[src/rtl/cl_gen.sv]
// cl_gen: Camera Link test-pattern generator driven by 32-bit host command words.
//   Command word: [31:20] opcode, [19:0] argument.
//     'h1 start a burst of arg[N_FRAME_SIZE-1:0] frames
//     'h2 set lines per frame   (arg[11:0], 0 is treated as 1)
//     'h3 set clocks per line   (arg[9:0],  0 is treated as 1)
//     'hF abort a running burst
//   Pixel byte k of a line is (pix + k) mod 256, pix counting from 0 each line.
//   Optional macro CL_GEN_HEADER_EN: pixel 0 of each line carries frame/line
//   indices on ports a..c instead of the pattern.
//   H_GAP and V_GAP must be at least 1.
//   All outputs are registered; they reflect the state entered on each edge.
module cl_gen #(
   parameter int N_FRAME_SIZE = 20,
   parameter int H_GAP        = 4,
   parameter int V_GAP        = 16
) (
   input  logic        bus_clk,
   input  logic        reset_n,
   input  logic        pc_msg_pending,
   input  logic [31:0] pc_msg,
   output logic        pc_msg_ack,
   output logic        cl_fval,
   output logic        cl_lval,
   output logic [7:0]  cl_port_a,
   output logic [7:0]  cl_port_b,
   output logic [7:0]  cl_port_c,
   output logic [7:0]  cl_port_d,
   output logic [7:0]  cl_port_e,
   output logic [7:0]  cl_port_f,
   output logic [7:0]  cl_port_g,
   output logic [7:0]  cl_port_h,
   output logic [7:0]  cl_port_i,
   output logic [7:0]  cl_port_j,
   output logic        gen_done
);

   typedef enum logic [2:0] {
      IDLE   = 3'd0,
      FSTART = 3'd1,
      LINE   = 3'd2,
      HGAP   = 3'd3,
      FEND   = 3'd4,
      VGAP   = 3'd5
   } state_t;

   localparam logic [15:0] H_LAST = 16'(H_GAP - 1);
   localparam logic [15:0] V_LAST = 16'(V_GAP - 1);

   localparam logic [11:0] OP_START = 12'h001;
   localparam logic [11:0] OP_LINES = 12'h002;
   localparam logic [11:0] OP_CLKS  = 12'h003;
   localparam logic [11:0] OP_ABORT = 12'h00F;

   // registered state
   state_t                    state, state_next;
   logic [31:0]               msg, msg_next;
   logic                      ack, ack_next;
   logic [11:0]               n_lines, n_lines_next;
   logic [9:0]                n_clks, n_clks_next;
   logic [N_FRAME_SIZE-1:0]   frames_left, frames_left_next;
   logic [9:0]                pix, pix_next;
   logic [11:0]               line_idx, line_next;
   logic [11:0]               frame_idx, frame_next;
   logic [15:0]               gap_cnt, gap_next;

   // registered outputs and their next values
   logic                      fval, fval_next;
   logic                      lval, lval_next;
   logic                      done, done_next;
   logic [7:0]                port_reg  [10];
   logic [7:0]                port_next [10];

   // command decode helpers
   logic [11:0]               op;
   logic [19:0]               arg;
   logic [N_FRAME_SIZE-1:0]   start_count;
   logic [11:0]               lines_eff;
   logic [9:0]                clks_eff;

   assign op          = msg[31:20];
   assign arg         = msg[19:0];
   assign start_count = arg[N_FRAME_SIZE-1:0];
   assign lines_eff   = (n_lines == 12'd0) ? 12'd1 : n_lines;
   assign clks_eff    = (n_clks  == 10'd0) ? 10'd1 : n_clks;

   // Ack handshake: consume one waiting word, capturing it for decode next cycle.
   always_comb begin
      ack_next = pc_msg_pending && !ack;
      msg_next = ack_next ? pc_msg : msg;
   end

   // State register and all counters / configuration.
   always_ff @(posedge bus_clk or negedge reset_n) begin
      if (!reset_n) begin
         state       <= IDLE;
         msg         <= '0;
         ack         <= 1'b0;
         n_lines     <= 12'd1;
         n_clks      <= 10'd1;
         frames_left <= '0;
         pix         <= '0;
         line_idx    <= '0;
         frame_idx   <= '0;
         gap_cnt     <= '0;
      end else begin
         state       <= state_next;
         msg         <= msg_next;
         ack         <= ack_next;
         n_lines     <= n_lines_next;
         n_clks      <= n_clks_next;
         frames_left <= frames_left_next;
         pix         <= pix_next;
         line_idx    <= line_next;
         frame_idx   <= frame_next;
         gap_cnt     <= gap_next;
      end
   end

   // Next-state logic: command decode in IDLE, frame/line sequencing elsewhere.
   always_comb begin
      state_next       = state;
      n_lines_next     = n_lines;
      n_clks_next      = n_clks;
      frames_left_next = frames_left;
      pix_next         = pix;
      line_next        = line_idx;
      frame_next       = frame_idx;
      gap_next         = gap_cnt;
      done_next        = 1'b0;

      case (state)
         IDLE: begin
            if (ack) begin
               case (op)
                  OP_LINES: n_lines_next = arg[11:0];
                  OP_CLKS:  n_clks_next  = arg[9:0];
                  OP_START: begin
                     if (start_count == '0) begin
                        done_next = 1'b1;
                     end else begin
                        state_next       = FSTART;
                        frames_left_next = start_count;
                        frame_next       = 12'd0;
                        line_next        = 12'd0;
                     end
                  end
                  default: ;
               endcase
            end
         end
         FSTART: begin
            state_next = LINE;
            pix_next   = 10'd0;
            line_next  = 12'd0;
         end
         LINE: begin
            if (pix == clks_eff - 10'd1) begin
               gap_next = 16'd0;
               if (line_idx == lines_eff - 12'd1) begin
                  state_next = FEND;
               end else begin
                  state_next = HGAP;
               end
            end else begin
               pix_next = pix + 10'd1;
            end
         end
         HGAP: begin
            if (gap_cnt == H_LAST) begin
               state_next = LINE;
               pix_next   = 10'd0;
               line_next  = line_idx + 12'd1;
            end else begin
               gap_next = gap_cnt + 16'd1;
            end
         end
         FEND: begin
            state_next       = VGAP;
            gap_next         = 16'd0;
            frames_left_next = frames_left - N_FRAME_SIZE'(1);
         end
         VGAP: begin
            if (gap_cnt == V_LAST) begin
               if (frames_left != '0) begin
                  state_next = FSTART;
                  frame_next = frame_idx + 12'd1;
                  line_next  = 12'd0;
               end else begin
                  state_next = IDLE;
                  done_next  = 1'b1;
               end
            end else begin
               gap_next = gap_cnt + 16'd1;
            end
         end
         default: state_next = IDLE;
      endcase

      // Abort wins over everything else outside IDLE and suppresses gen_done.
      if (ack && (op == OP_ABORT) && (state != IDLE)) begin
         state_next       = IDLE;
         frames_left_next = '0;
         done_next        = 1'b0;
      end
   end

   // Output decode from the state being entered, so outputs register in step with it.
   always_comb begin
      fval_next = (state_next == FSTART) || (state_next == LINE) ||
                  (state_next == HGAP)   || (state_next == FEND);
      lval_next = (state_next == LINE);
   end

   // Per-port pixel byte: pattern while lval is high, zero otherwise.
   generate
      for (genvar gi = 0; gi < 10; gi++) begin : g_port
         logic [7:0] pattern;
         assign pattern = pix_next[7:0] + 8'(gi);
`ifdef CL_GEN_HEADER_EN
         if (gi < 3) begin : g_hdr
            logic [7:0] header;
            if (gi == 0) begin : g_a
               assign header = frame_next[7:0];
            end else if (gi == 1) begin : g_b
               assign header = line_next[7:0];
            end else begin : g_c
               assign header = {frame_next[11:8], line_next[11:8]};
            end
            assign port_next[gi] = !lval_next           ? 8'd0   :
                                   (pix_next == 10'd0)  ? header : pattern;
         end else begin : g_plain
            assign port_next[gi] = lval_next ? pattern : 8'd0;
         end
`else
         assign port_next[gi] = lval_next ? pattern : 8'd0;
`endif
      end
   endgenerate

   // Output registers.
   always_ff @(posedge bus_clk or negedge reset_n) begin
      if (!reset_n) begin
         fval <= 1'b0;
         lval <= 1'b0;
         done <= 1'b0;
         for (int k = 0; k < 10; k++) begin
            port_reg[k] <= 8'd0;
         end
      end else begin
         fval <= fval_next;
         lval <= lval_next;
         done <= done_next;
         for (int k = 0; k < 10; k++) begin
            port_reg[k] <= port_next[k];
         end
      end
   end

   assign pc_msg_ack = ack;
   assign cl_fval    = fval;
   assign cl_lval    = lval;
   assign gen_done   = done;
   assign cl_port_a  = port_reg[0];
   assign cl_port_b  = port_reg[1];
   assign cl_port_c  = port_reg[2];
   assign cl_port_d  = port_reg[3];
   assign cl_port_e  = port_reg[4];
   assign cl_port_f  = port_reg[5];
   assign cl_port_g  = port_reg[6];
   assign cl_port_h  = port_reg[7];
   assign cl_port_i  = port_reg[8];
   assign cl_port_j  = port_reg[9];

endmodule

[config.mk]
export PLATFORM = sky130hd
export DESIGN_NAME = cl_gen
export DESIGN_NICKNAME = d
export VERILOG_FILES = /design/src/rtl/cl_gen.sv
export SDC_FILE = /design/constraint.sdc
export NUM_CORES = 1
export LEC_CHECK = 0
export CAP_MARGIN = 30
export CELL_PAD_IN_SITES_DETAIL_PLACEMENT = 1
export CELL_PAD_IN_SITES_GLOBAL_PLACEMENT = 1
export CORE_ASPECT_RATIO = 1.1
export CORE_UTILIZATION = 47
export CTS_BUF_LIST = sky130_fd_sc_hd__clkbuf_16
export DETAILED_ROUTE_END_ITERATION = 6
export GPL_TIMING_DRIVEN = 0
export PLACE_DENSITY = 0.88
export SLEW_MARGIN = 20
export SYNTH_ARGS = -nofsm -noshare
export SYNTH_HDL_FRONTEND = slang
export SYNTH_SLANG_ARGS = --single-unit
[constraint.sdc]
create_clock -name bus_clk -period 7.4 [get_ports bus_clk]
set_clock_uncertainty 0.05 [all_clocks]
set_input_delay 1.48 -clock bus_clk [delete_from_list [all_inputs] [get_ports bus_clk]]
set_output_delay 1.48 -clock bus_clk [all_outputs]
set_load 0.05 [all_outputs]
==> impl_metrics.csv, run 1 <==
group,metric,value,unit
synth,ys_seq_elements,183,
min_path,worst_hold_path_type,"reg -> reg",
worst_setup_path,critical_path_class,"reg -> reg",
clock_tree,cts.sinks,183,
timing,post-route-period-util,78.36,%
clock_tree,numCtsBuffers,17,
detailed_routing,drc_errors,2,
synth,synth_area_leaders,"dfrtp_1, mux2_2, o21ai_0, nor2_1, xnor2_1",
detailed_routing,dr_total_vias,8519,
timing,layout_min_cycle_time,5.799,ns
synth,yosysWarnings,0,
timing,hold_viol,0,
clock_tree,cts_setup_buffers,0,
global_routing,grt_util_met2,55.35,%
clock_tree,cts_tree,"built",
finish,regArea,4582,µm²
global_routing,grt-ovfl-total,0,
synth,synthTopCellsByCount,"dfrtp_1, nor2_1, o21ai_0",
pwr,peakVddDrop,0.2089,mV
detailed_routing,drtIter0Drc,584,
finish,final.fill_count,2216,
timing,tightest_slew,0.8313,ns
synth,synth-seq-area-share,47.39,%
synth,synth.top_cell.area_share,46.85,%
timing,drv_slew,0,
placement,place_ws,1.974,ns
synth,async_flop_share,100.0,%
worst_setup_path,worstPathArrival,6.09,ns
worst_setup_path,endpoint_kind,"register",
clock_tree,h-tree-depth,4,
placement,place_hpwl,20780,µm
worst_setup_path,startpoint_type,"register",
detailed_routing,avgRoutedWirePerCell,22.33,µm
finish,final_util,59.05,%
global_routing,busiest_layer,"met2",
clock_tree,ctsHoldBuffers,0,
synth,synth.distinct_cells,84,
global_routing,met3_usage,4.494,%
synth,netlist.top_cell.by_area,"dfrtp_1",
floorplanning,die_h,152.4,µm
placement,gp_congestion,0.8603,
floorplanning,ios,119,
floorplanning,die_x,138.8,µm
floorplanning,row_count,54,
global_routing,grt_start_max_net_pins,98,
finish,syn2layout_area_growth,22.16,%
pwr,power_density,278.6,nW/µm²
clock_tree,ctsLongestPathBuffers,2,
floorplanning,coreArea,20000,µm²
global_routing,grt_pass1_vias,9246,
synth,yosysMostFrequentCell,"dfrtp_1",
finish,nets,1183,
timing,rsz0062_at_grt,"false",
timing,maxSlewHeadroom,44.11,%
floorplanning,die_area,21150,µm²
synth,netlist_area,9668,µm²
detailed_routing,wl,31150,µm
finish,multi_input_area,4614,µm²
outcome,violations,"design-rule violations",
global_routing,grt_pass1_wl,50750,µm
detailed_routing,antenna_left,0,
timing,fin_ws,1.601,ns
worst_setup_path,crit_path_max_fanout,11,
clock_tree,clk_latency,0.45,ns
run,cap_viol_max_count,0,
synth,synth_edf_count,0,
timing,finalSetupViolCount,0,
global_routing,use_met1,35.64,%
global_routing,track_usage,30.69,%
finish,fin_cells,1395,
floorplanning,initial_utilization,48.34,%
outcome,status,"complete, but fails checks",
synth,post_synth.cell_area_avg,9.766,µm²
synth,synth_cells,990,
clock_tree,cts_resized,0,
finish,drive_above_1_share,13.39,%
detailed_routing,via_per_inst,6.107,
timing,max_freq,172.5,MHz
pwr,power_leakage,0.005094,µW
detailed_routing,first_pass_iters,7,
placement,io_buffers,118,
synth,synth_top_flop_cell,"dfrtp_1",
global_routing,antenna_found_initial,0,
clock_tree,cts_root_buf,"clkbuf_16",
worst_setup_path,worstPathRequired,7.69,ns
placement,dp_cells,1362,
synth,syn_nets,1043,
clock_tree,cts.clk_slew.worst_paths,0.08,ns
finish,diodes,0,
[per-layer routing]
metal / share of wire, % / vias up
met3: 4.4 / 95
met2: 52 / 281
li1: - / 3786
met5: 0 / -
met1: 40 / 4357
met4: 4.0 / 0
[area by class of cell]
class	count	share of cell area (%)
inverter	30	0.9535
timing repair buffer	121	10.36
clock inverter	15	1.504
buffer	69	3.041
sequential	183	38.80
tap	252	2.670
clock buffer	17	3.602
multi-input combinational	708	39.07
[worst max-delay path, stage by stage, from the launching register on]
cell and delay [ns]:
dfrtp_1 0.49, or4_1 0.58, nor2_1 0.31, a21oi_1 0.16, ha_1 0.28, or3_1 0.41
a311oi_1 0.42, nand4_2 0.31, nor3_4 0.47, nor3_1 0.11, nor2_1 0.38, buf_2 0.37
inv_1 0.21, ha_1 0.27, buf_1 0.21, nor2b_1 0.22, xnor2_1 0.17, nor2_1 0.26
[cells by family after synthesis]
logic type,count (synthesis),synth area share [%]
AOI/OAI and AO/OA,198,13.23
xor gates and xnor gates,45,4.077
adders and majority gates,18,2.330
buffers and inverters,99,4.879
DFF,183,47.39
muxes,69,7.778
and+or+nand+nor,378,20.32
[report_power, final]
group	total [µW]	internal (µW)	switching (µW)	leakage [µW]
registers	1240	1120	121	0.00243
logic	1110	346	761	0.00236
clock network	946	485	461	0.000296
total	3290	1950	1340	0.00509
[sequential cells by signal, indices dropped and copies added (netlist names), 3 cells and up]
| signal | count |
|---|---|
| cl_port_e | 6 |
| line_idx | 12 |
| frames_left | 20 |
| n_clks | 10 |
| cl_port_f | 6 |
| cl_port_i | 8 |
| cl_port_b | 5 |
| state | 3 |
| cl_port_a | 5 |
| cl_port_j | 8 |
| cl_port_g | 7 |
| cl_port_c | 6 |
| pix | 10 |
| gap_cnt | 16 |
| cl_port_h | 7 |
| cl_port_d | 6 |
| n_lines | 12 |
| msg | 32 |
[worst paths after layout]
check	slack, ns	from	cells past startpoint	end
max in group asynchronous	5.42	reset_n	2	cl_port_g[1]
max reg2reg	1.60	n_clks[2]	17	cl_port_d[4]
min	0.44	frames_left[13]	2	frames_left[13]
min reg2reg	0.44	frames_left[13]	2	frames_left[13]
max	1.60	n_clks[2]	17	cl_port_d[4]
min in group asynchronous	0.95	reset_n	1	frames_left[9]
[per-stage QoR]
step	power [µW]	area (µm²)	setup TNS [ns]	hold WS, ns
after CTS	3284	11810	0	0.4390
final	3290	11810	0	0.4380
after detailed placement	2313	11200	0	0.4212
after global placement	2257	11160	-510.39	0.4100
after global routing	3428	11810	0	0.4846
after floorplan	1927	9668	0	0.3916
[layout by cell type (no fill, tap or decap), types with 6 or more instances in the layout]
| master | synthesis | layout |
|---|---|---|
| and2_1 | 6 | 6 |
| nand2_1 | 75 | 75 |
| nor2_1 | 103 | 103 |
| nor2b_1 | 9 | 9 |
| xor2_1 | 9 | 9 |
| o21ai_0 | 85 | 85 |
| nor3_1 | 43 | 43 |
| nand2b_1 | 11 | 11 |
| nor4_1 | 19 | 19 |
| a21oi_1 | 32 | 32 |
| inv_1 | 28 | 28 |
| nand3_1 | 19 | 19 |
| clkdlybuf4s50_1 | 0 | 117 |
| clkbuf_16 | 0 | 17 |
| or3_1 | 9 | 9 |
| mux2i_1 | 20 | 20 |
| ha_1 | 18 | 18 |
| buf_2 | 13 | 14 |
| buf_4 | 18 | 18 |
| a31oi_1 | 10 | 10 |
| mux2_2 | 49 | 49 |
| or4_1 | 7 | 7 |
| and3_1 | 25 | 25 |
| xnor2_1 | 36 | 36 |
| o211ai_1 | 6 | 6 |
| nor3b_1 | 12 | 12 |
| nand4_1 | 11 | 11 |
| clkbuf_1 | 32 | 32 |
| dfrtp_1 | 181 | 181 |
| o31ai_1 | 7 | 7 |
Note: power is estimated with default switching activity, not from simulation.
==> inputs of run 2 (changes only) <==
--- a/config.mk
+++ b/config.mk
@@ -9,11 +9,11 @@
 export CELL_PAD_IN_SITES_DETAIL_PLACEMENT = 1
 export CELL_PAD_IN_SITES_GLOBAL_PLACEMENT = 1
 export CORE_ASPECT_RATIO = 1.1
-export CORE_UTILIZATION = 47
+export CORE_UTILIZATION = 44
 export CTS_BUF_LIST = sky130_fd_sc_hd__clkbuf_16
 export DETAILED_ROUTE_END_ITERATION = 6
 export GPL_TIMING_DRIVEN = 0
-export PLACE_DENSITY = 0.88
+export PLACE_DENSITY = 0.83
 export SLEW_MARGIN = 20
 export SYNTH_ARGS = -nofsm -noshare
 export SYNTH_HDL_FRONTEND = slang
==> constraint.sdc (replaced) <==
create_clock -name bus_clk -period 5.4 [get_ports bus_clk]
set_clock_uncertainty 0.05 [all_clocks]
set_input_delay 1.08 -clock bus_clk [delete_from_list [all_inputs] [get_ports bus_clk]]
set_output_delay 1.08 -clock bus_clk [all_outputs]
set_load 0.05 [all_outputs]
==> impl_metrics.csv, run 2 (same netlist as run 1, synthesis figures left out) <==
group,metric,value,unit
pwr,power_leakage,0.005093,µW
finish,fin_cells,1432,
min_path,worst_hold_path_type,"reg -> reg",
pwr,share_comb_of_total_power,33.5,%
pwr,switching_power,1742,µW
finish,diodes,0,
finish,largest_reg_flops,32,
placement,gp_congestion,0.8931,
clock_tree,ctsHoldBuffers,0,
detailed_routing,dr_total_vias,8078,
timing,post-route-period-util,94.73,%
detailed_routing,first_pass_iters,5,
worst_setup_path,startpoint_type,"register",
worst_setup_path,crit_path_max_fanout,9,
clock_tree,clk_latency,0.44,ns
pwr,sw_frac_of_total,39.45,%
global_routing,grt-ovfl-total,0,
timing,max_freq,195.5,MHz
finish,nets,1182,
clock_tree,h-tree-depth,4,
global_routing,grt_pass1_wl,45040,µm
finish,drive_above_1_share,13.84,%
detailed_routing,avgRoutedWirePerCell,19.03,µm
pwr,p_clk_share,28.4,%
global_routing,grt_pass1_vias,8499,
detailed_routing,via_per_inst,5.641,
detailed_routing,antenna_left,0,
finish,top_register,"msg",
detailed_routing,wl,27250,µm
timing,rsz0062_at_grt,"true",
floorplanning,ios,119,
finish,final_util,55.47,%
worst_setup_path,worstPathRequired,5.71,ns
detailed_routing,drc_errors,0,
pwr,p_int,2673,µW
outcome,status,"complete, no violations",
detailed_routing,drtIter0Drc,296,
global_routing,grt_util_met2,43.69,%
timing,tightest_slew,0.8194,ns
worst_setup_path,worstPathArrival,5.42,ns
placement,place_ws,-0.06702,ns
floorplanning,coreArea,21440,µm²
floorplanning,die_area,22570,µm²
global_routing,grt_start_max_net_pins,79,
floorplanning,row_count,56,
placement,dp_cells,1401,
global_routing,met3_usage,3.073,%
floorplanning,die_x,143.3,µm
finish,final_common_cell,"dfrtp_1",
floorplanning,initial_utilization,45.09,%
worst_setup_path,endpoint_kind,"register",
finish,syn2layout_area_growth,23.01,%
clock_tree,cts.clk_slew.worst_paths,0.07,ns
timing,hold_viol,0,
global_routing,track_usage,25.83,%
pwr,peakVddDrop,0.2794,mV
placement,place_hpwl,19780,µm
timing,layout_min_cycle_time,5.116,ns
run,cap_viol_max_count,0,
finish,reg.largest.list,"msg x32, frames_left x20, gap_cnt x16",
timing,fin_ws,0.2844,ns
finish,final_cell_mix,"dfrtp_1, clkdlybuf4s50_1, nor2_1, o21ai_0, nand2_1",
timing,drv_slew,0,
global_routing,busiest_layer,"met2",
clock_tree,cts_root_buf,"clkbuf_16",
timing,finalSetupViolCount,0,
global_routing,antenna_found_initial,0,
placement,io_buffers,118,
clock_tree,numCtsBuffers,17,
clock_tree,ctsLongestPathBuffers,2,
clock_tree,cts_tree,"built",
pwr,pwr-share-seq,38.1,%
timing,maxSlewHeadroom,44.91,%
timing,tns,0,ns
timing,whs,0.4351,ns
pwr,power_density,371.2,nW/µm²
worst_setup_path,critical_path_class,"reg -> reg",
clock_tree,cts.sinks,183,
global_routing,use_met1,34.62,%
floorplanning,die_h,157.5,µm
[run 2: stage by stage]
step	power, µW	area (µm²)
2_1_floorplan	2640	9668
3_3_place_gp	3096	11210
3_5_place_dp	3147	11280
4_1_cts	4419	11870
5_1_grt	4654	11890
6_report	4415	11890
[run 2: power by group through the flow]
stage,logic (µW),registers [µW],clock network [µW]
2_1_floorplan,871,1770,0
3_3_place_gp,1400,1700,0
3_5_place_dp,1440,1700,0
4_1_cts,1460,1680,1280
5_1_grt,1610,1710,1340
6_report,1480,1680,1250
[run 2: timing repair]
action	in CTS	in global routing
pin swaps	0	3
gates cloned	0	0
setup endpoints to repair	5	35
resized for setup	1	5
hold endpoints to repair	0	0
setup buffers	0	1
[run 2: path summary, 6_finish.rpt]
path | start | endpoint | slack [ns] | depth (start not counted)
worst min-delay path | frames_left[15] | frames_left[15] | 0.44 | 2
worst max-delay path | n_clks[2] | cl_port_f[7] | 0.28 | 17
min in group asynchronous | reset_n | msg[11] | 0.50 | 1
worst max register to register | n_clks[2] | cl_port_f[7] | 0.28 | 17
worst min register to register | frames_left[15] | frames_left[15] | 0.44 | 2
max in group asynchronous | reset_n | cl_port_d[3] | 3.73 | 3
[run 2: critical path, stage by stage, from the launching register on]
cell	delay (ns)
dfrtp_1	0.46
or4_1	0.57
nor2_1	0.24
a21oi_1	0.12
ha_1	0.25
or3_1	0.40
a311oi_2	0.34
nand4_2	0.29
o41ai_1	0.62
a31oi_4	0.14
inv_1	0.29
ha_1	0.22
and2_1	0.16
nand3_1	0.08
mux2i_1	0.21
nor3_2	0.11
nor4_1	0.27
mux2i_1	0.22
[run 2: layout make-up]
type / instances / area, µm²
fillers: 2421 / 9548
multi-input cells: 708 / 4643
flip-flops and latches: 183 / 4582
repair buffers: 122 / 1254
clock buffers: 17 / 425.4
well taps: 290 / 362.8
plain buffers: 67 / 351.6
clock inverters: 15 / 157.7
inverters: 30 / 116.4
[run 2: metal layers]
metal	wire length (µm)	up-vias
met5	0	-
met4	406	0
met3	923	28
met2	13570	161
met1	12350	4100
li1	-	3789
